`src/rtl/pwm_pkg.sv`:
```
// Shared definitions for the PWM duty sequencer: phase encoding and default widths.
package pwm_pkg;

    localparam int R_DEFAULT = 8;
    localparam int PHASE_W   = 3;

    typedef enum logic [PHASE_W-1:0] {
        PH_OFF     = 3'd0,
        PH_UP      = 3'd1,
        PH_HOLD_HI = 3'd2,
        PH_DOWN    = 3'd3,
        PH_HOLD_LO = 3'd4
    } phase_t;

endpackage

```
`src/rtl/pwm_tick_div.sv`:
```
// Prescaler: emits a step strobe on every DIV-th PWM period tick; clr restarts the count.
module pwm_tick_div #(
    parameter int DIV = 4
) (
    input  logic clk,
    input  logic reset,
    input  logic tick,
    input  logic clr,
    output logic step
);

    localparam int CW = (DIV > 1) ? $clog2(DIV) : 1;
    localparam logic [CW-1:0] LAST = CW'(DIV - 1);

    logic [CW-1:0] cnt;

    assign step = tick && !clr && (cnt == LAST);

    always_ff @(posedge clk or negedge reset) begin
        if (!reset) begin
            cnt <= '0;
        end else if (clr) begin
            cnt <= '0;
        end else if (tick) begin
            cnt <= (cnt == LAST) ? '0 : cnt + CW'(1);
        end
    end

endmodule

```
`src/rtl/pwm_duty_ramp.sv`:
```
// Triangular "breathing" duty sequencer advancing on PWM period ticks.
// Optional perceptual gamma on the duty output when PWM_RAMP_GAMMA_EN is defined.
module pwm_duty_ramp
    import pwm_pkg::*;
#(
    parameter int R    = R_DEFAULT,
    parameter int STEP = 1,
    parameter int DIV  = 4,
    parameter int HOLD = 16
) (
    input  logic               clk,
    input  logic               reset,
    input  logic               run,
    input  logic               tick,
    output logic [R-1:0]       duty,
    output logic               duty_upd,
    output logic [PHASE_W-1:0] phase
);

    localparam int HW = (HOLD > 0) ? $clog2(HOLD + 1) : 1;
    localparam logic [HW-1:0] HOLD_V  = HW'(HOLD);
    localparam logic [R-1:0]  LVL_MAX = {R{1'b1}};
    localparam logic [R-1:0]  STEP_V  = R'(STEP);

    function automatic logic [R-1:0] step_up(input logic [R-1:0] l);
        logic [R:0] s;
        s = {1'b0, l} + (R+1)'(STEP);
        return s[R] ? LVL_MAX : s[R-1:0];
    endfunction

    function automatic logic [R-1:0] step_dn(input logic [R-1:0] l);
        return (l >= STEP_V) ? l - STEP_V : '0;
    endfunction

    function automatic logic [R-1:0] shape(input logic [R-1:0] l);
`ifdef PWM_RAMP_GAMMA_EN
        logic [2*R-1:0] p;
        p = {{R{1'b0}}, l} * {{R{1'b0}}, l};
        return R'(p >> R);
`else
        return l;
`endif
    endfunction

    // Reset asserts immediately but releases only after two clean clock edges.
    logic [1:0] rst_sync;
    logic       rst_n;

    always_ff @(posedge clk or negedge reset) begin
        if (!reset) rst_sync <= '0;
        else        rst_sync <= {rst_sync[0], 1'b1};
    end
    assign rst_n = rst_sync[1];

    phase_t        state, state_d;
    logic [R-1:0]  level, level_d, duty_d;
    logic [HW-1:0] hold_cnt, hold_d;
    logic          counting, div_tick, div_clr, step;

    // The prescaler only runs while ramping; any other tick restarts it from zero.
    assign counting = (state == PH_UP) || (state == PH_DOWN);
    assign div_tick = tick && run && counting;
    assign div_clr  = tick && !(run && counting);

    pwm_tick_div #(.DIV(DIV)) u_div (
        .clk   (clk),
        .reset (rst_n),
        .tick  (div_tick),
        .clr   (div_clr),
        .step  (step)
    );

    always_comb begin
        state_d = state;
        level_d = level;
        hold_d  = hold_cnt;
        if (tick) begin
            if (!run) begin
                state_d = PH_OFF;
                level_d = '0;
                hold_d  = '0;
            end else begin
                case (state)
                    PH_OFF: begin
                        state_d = PH_UP;
                        level_d = '0;
                        hold_d  = '0;
                    end
                    PH_UP: if (step) begin
                        level_d = step_up(level);
                        if (level_d == LVL_MAX) state_d = PH_HOLD_HI;
                    end
                    PH_DOWN: if (step) begin
                        level_d = step_dn(level);
                        if (level_d == '0) state_d = PH_HOLD_LO;
                    end
                    PH_HOLD_HI, PH_HOLD_LO: begin
                        if (hold_cnt == HOLD_V) begin
                            hold_d  = '0;
                            state_d = (state == PH_HOLD_HI) ? PH_DOWN : PH_UP;
                        end else begin
                            hold_d = hold_cnt + HW'(1);
                        end
                    end
                    default: begin
                        state_d = PH_OFF;
                        level_d = '0;
                        hold_d  = '0;
                    end
                endcase
            end
        end
    end

    assign duty_d = shape(level_d);

    // Duty is registered from the next level so it lands on the same edge as the level.
    always_ff @(posedge clk or negedge rst_n) begin
        if (!rst_n) begin
            state    <= PH_OFF;
            level    <= '0;
            hold_cnt <= '0;
            duty     <= '0;
            duty_upd <= 1'b0;
        end else begin
            state    <= state_d;
            level    <= level_d;
            hold_cnt <= hold_d;
            duty     <= duty_d;
            duty_upd <= (duty_d != duty);
        end
    end

    assign phase = state;

endmodule

```
`config.mk`:
```
export PLATFORM = sky130hd
export DESIGN_NAME = pwm_duty_ramp
export DESIGN_NICKNAME = d
export VERILOG_FILES = /design/src/rtl/pwm_pkg.sv /design/src/rtl/pwm_tick_div.sv /design/src/rtl/pwm_duty_ramp.sv
export SDC_FILE = /design/constraint.sdc
export NUM_CORES = 1
export LEC_CHECK = 0
export BUFFER_PORTS_ARGS = -buffer_cell sky130_fd_sc_hd__buf_2
export CORE_MARGIN = 8
export CORE_UTILIZATION = 50
export DETAILED_ROUTE_END_ITERATION = 8
export GPL_ROUTABILITY_DRIVEN = 0
export HOLD_SLACK_MARGIN = 0.02
export PLACE_DENSITY = 0.71
export SYNTH_ARGS = -nofsm -noshare
export SYNTH_HDL_FRONTEND = slang
export SYNTH_SLANG_ARGS = --single-unit
```
`constraint.sdc`:
```
create_clock -name clk -period 0.8 [get_ports clk]
set_input_delay 0 -clock clk [delete_from_list [all_inputs] [get_ports clk]]
set_output_delay 0 -clock clk [all_outputs]
set_load 0.1 [all_outputs]
```
==> results.py, run 1 <==
metrics = {
    "outcome": {
        "outcome": "aborted with a tool error",
        "stop_stage": "global routing (5_1_grt)",
        "stop_error": "[ERROR DPL-0038] Utilization greater than 100%, impossible to legalize",
    },
    "yosys": {
        "synth_seq_cells": 21,
        "syn_inst": 225,
        "synth_edf_count": 0,
        "ys_warn_count": 0,
        "syn_nets": 235,
        "synth.avg_cell_area_sq_um": 8.035,
        "synth.distinct_cells": 53,
        "synthArstFlopShare_pct": 100.0,
        "netlist_area_sq_mm": 0.001808,
        "ys_seq_area_share_pct": 29.07,
        "synthFlopType": "dfrtp_1",
    },
    "floorplan": {
        "die_x_um": 76.13,
        "die_h_um": 76.13,
        "start_util_pct": 50.52,
        "ios": 16,
        "rows": 22,
    },
    "global_routing": {
        "grt_max_degree": 20,
    },
    "clock_network": {
        "numCtsBuffers": 3,
        "cts_max_level": 1,
        "cts.sinks": 21,
        "cts-root-buf": "clkbuf_4",
        "clockBufferDepth": 2,
    },
    "placed_design": {
        "dp_hpwl_um": 5324,
        "placed_area_sq_mm": 0.002913,
        "io_buffers": 15,
    },
    "sta": {
        "grt_worst_setup_endpoint": "duty_upd$_DFF_PN0_/D",
        "worst_endpoint_kind": "register input",
    },
}
[timing repair]
item | 4_1_cts
pin swaps | 21
setup buffers | 15
endpoints found under the hold margin | 2
hold buffers | 2
gates resized for setup | 56
endpoints found under the setup margin | 31
[through the flow]
step                      hold WS (ns)  cells  setup slack (ns)  TNS (ns)
after floorplan                -0.2956    225            -1.758    -22.04
after global placement         -0.2160    374            -1.538    -21.35
after detailed placement       -0.2128    374            -1.651    -22.50
after CTS                       0.1453    391            -1.640    -25.98
[synth_stat cells (all sizes together), types with 2 or more instances]
master	n	area, sq um
nor3b	2	15.01
o211ai	4	30.03
a32o	2	20.02
clkbuf	9	33.78
o311ai	3	26.28
mux2	4	45.04
ha	6	75.07
o21ai	15	75.07
dfrtp	21	525.5
a211oi	4	30.03
nand3	8	40.04
and4	2	17.52
nand2b	7	43.79
nor2	14	52.55
o32ai	2	17.52
o21a	2	15.01
nor2b	2	12.51
xnor2	4	35.03
nand2	26	100.1
nor4	3	18.77
nand4	7	43.79
or3	3	18.77
o2111ai	3	26.28
or4	2	22.52
a31oi	6	37.54
nor3	6	30.03
nand3b	3	22.52
a211o	4	35.03
xor2	2	17.52
a21oi	10	50.05
a21o	2	15.01
buf	5	30.02
o22ai	4	25.02
inv	9	33.78
nor4b	3	26.28
or2	2	12.51
[kinds of logic after synthesis]
logic type	synth area share [%]
AOI/OAI and AO/OA	26.51
xor gates and xnor gates	2.907
adders and majority gates	4.152
buffers and inverters	5.397
DFF	29.07
muxes	3.045
other	0.2074
and+or+nand+nor	28.72
==> run 2, diff against run 1 <==
Settings changed: CORE_UTILIZATION 50 to 35, HOLD_SLACK_MARGIN 0.02 to unset, PLACE_DENSITY 0.71 to unset, PLACE_DENSITY_LB_ADDON set to 0.15.
==> run 2 against run 1 <==
Compared with the run above: the flow now finishes, with violations (setup timing); synthesized area unchanged; synthesized cell count unchanged.
==> results.py, run 2 <==
metrics = {
    "route": {
        "drt-initial-drc-count": 202,
        "routed_wirelength_um": 7132,
        "first_pass_iters": 5,
        "ant_nets": 0,
        "drc": 0,
        "vias": 2377,
        "wl_per_cell_um": 16.86,
        "routed_via_density": 5.619,
    },
    "setup_path": {
        "required_ns": 0.94,
        "r2r-start": "level[0]$_DFF_PN0_",
        "start_kind": "register",
        "crit_path_end_kind": "register",
        "arrival_ns": 2.50,
        "critPathKind": "reg -> reg",
        "cp.depth": 7,
        "timing.reg2reg.setup_slack_ns": -1.56,
        "slowest_delay_ns": 0.54,
        "cp_top_family": "simple AND/OR/NAND/NOR gates",
        "cp_max_fo": 5,
        "worstRegToRegCells": 7,
        "r2r-end": "duty_upd$_DFF_PN0_",
        "worstPathCellList": "ha_4, or2_4, or4_4, a32oi_2, o2111ai_1, nor4_2, nand4_1",
        "slowest_stage": "or4_4",
        "critPathBufInv": 0,
    },
    "yosys": {
        "ys_warn_count": 0,
        "synth_edf_count": 0,
        "syn_inst": 225,
        "netlist_area_sq_mm": 0.001808,
        "syn_nets": 235,
        "yosys.area.top_type_share_pct": 29.07,
        "synth_common_cells": "25 x nand2_1, 21 x dfrtp_1, 15 x o21ai_0",
        "synthFlopType": "dfrtp_1",
        "synth.distinct_cells": 53,
        "synth_seq_cells": 21,
        "synthArstFlopShare_pct": 100.0,
        "ys_seq_area_share_pct": 29.07,
        "synth.avg_cell_area_sq_um": 8.035,
        "synth_most_common_cell": "nand2_1",
        "yosysTopAreaCell": "dfrtp_1",
        "synth_area_leaders": "dfrtp_1 29%, nand2_1 5.2%, ha_1 4.2%",
    },
    "floorplan": {
        "die-area_sq_mm": 0.007721,
        "start_util_pct": 35.86,
        "die_h_um": 87.87,
        "die_x_um": 87.87,
        "fp.coreArea_sq_mm": 0.005042,
        "rows": 26,
        "ios": 16,
    },
    "layout": {
        "regArea_sq_um": 556.8,
        "fin_area_sq_mm": 0.003601,
        "final_cell_mix": "86 x buf_4, 30 x buf_6, 21 x nand2_1, 14 x buf_12, 10 x dfrtp_1",
        "post-route-util_pct": 71.41,
        "fillers": 350,
        "largest_reg_flops": 8,
        "multiInputGateArea_sq_mm": 0.001525,
        "diodes": 0,
        "drive_gt1_share_pct": 59.21,
        "mostFrequentLayoutCell": "buf_4",
        "num-nets-final": 364,
        "max_flop_register": "level",
        "area.growth.synth_to_final_pct": 99.17,
    },
    "pwr": {
        "finalPower_mw": 6.057,
        "sw_frac_of_total_pct": 41.09,
        "pwr-share-comb_pct": 64.3,
        "p_int_mw": 3.568,
        "ir_worst_vdd_v": 0.002727,
        "p_seq_share_pct": 23.9,
        "power.density_mw_per_mm2": 1682,
        "p_sw_mw": 2.489,
        "p_leak_nw": 1.557,
        "clock_power_share_pct": 11.8,
    },
    "sta": {
        "fmax_mhz": 424.0,
        "tightest_slew_ns": 0.4949,
        "layout_setup_ws_ns": -1.559,
        "hold_ws_ns": 0.04019,
        "fin_skew_ns": 0.001179,
        "finalSetupViolCount": 31,
        "drv_slew": 0,
        "hold_violations": 0,
        "fin_crit_sh_pct": 294.8,
        "relSlewSlack_pct": 66.66,
        "fin_crit_ns": 2.359,
        "rsz0062_at_grt": "true",
    },
    "outcome": {
        "violations": "setup timing",
        "outcome": "complete, but fails checks",
    },
    "global_routing": {
        "track_usage_pct": 18.54,
        "grt_pass1_wl_um": 11250,
        "grt_max_degree": 20,
        "grt_pass1_vias": 2366,
        "antenna_found_initial": 0,
        "grt.overflow.total": 0,
    },
    "clock_network": {
        "clk_pin_slew_worst_paths_ns": 0.08,
        "clk_latency_ns": 0.26,
        "cts_tree": "yes",
        "cts.sinks": 21,
        "numCtsBuffers": 3,
        "clockBufferDepth": 2,
        "cts-root-buf": "clkbuf_8",
        "cts_max_level": 1,
    },
    "placed_design": {
        "pre_cts_slack_ns": -1.629,
        "placed_area_sq_mm": 0.003003,
        "dp_hpwl_um": 4981,
        "io_buffers": 15,
    },
    "flow_run": {
        "maxCapViolCount": 0,
    },
    "min_path": {
        "worstHoldPathType": "in -> async",
    },
}
==> run 2: power groups by stage <==
stage | clock network [mW] | registers (mW) | logic, mW
finish | 0.713 | 1.45 | 3.90
global placement | 0 | 1.43 | 3.16
floorplan | 0 | 1.84 | 1.33
global route | 0.777 | 1.47 | 4.16
detailed placement | 0 | 1.44 | 3.18
CTS | 0.734 | 1.42 | 3.64
==> run 2: what timing repair did <==
item	CTS	global route
setup buffers	16	11
endpoints found under the setup margin	31	31
hold buffers	1	0
hold endpoints to repair	2	0
cloned	0	0
resized for setup	61	46
pin swaps	16	21
==> run 2: kinds of logic after synthesis <==
family | count (synthesis) | share of synthesized area (%)
adders and majority gates | 6 | 4.152
buffers and inverters | 23 | 5.397
other | 1 | 0.2074
and+or+nand+nor | 95 | 28.72
muxes | 5 | 3.045
AOI/OAI and AO/OA | 68 | 26.51
xor gates and xnor gates | 6 | 2.907
DFF | 21 | 29.07
==> run 2: routing by layer <==
metal  vias up  GRT usage, %  share of wire, %  wire, um
met4         0         8.594               3.3       234
li1       1108             -                 -         -
met2       105         31.81                51      3616
met1      1129         22.29                41      2941
met3        35         2.439               4.8       339
met5         -             0                 0         0
==> run 2: metrics by stage <==
step / instances / setup TNS, ns
after CTS: 421 / -24.54
after floorplan: 225 / -22.04
after detailed placement: 401 / -21.74
final: 423 / -24.43
after global placement: 401 / -21.32
after global routing: 423 / -25.59
==> run 2: layout make-up <==
type,count,share of cell area (%)
clock buffers,3,1.147
flip-flops and latches,21,15.46
multi-input cells,181,42.36
well taps,70,2.432
clock inverters,1,0.1390
inverters,9,1.008
repair buffers,138,37.46
==> run 2: worst max-delay path by stage <==
stage                       startpoint                 end
floorplan           level[4]$_DFF_PN0_  duty_upd$_DFF_PN0_
global placement    level[4]$_DFF_PN0_  duty_upd$_DFF_PN0_
detailed placement  level[4]$_DFF_PN0_  duty_upd$_DFF_PN0_
CTS                 level[4]$_DFF_PN0_  duty_upd$_DFF_PN0_
global route        level[4]$_DFF_PN0_  duty_upd$_DFF_PN0_
finish              level[0]$_DFF_PN0_  duty_upd$_DFF_PN0_
No activity file was read; power rests on OpenSTA's default activity.
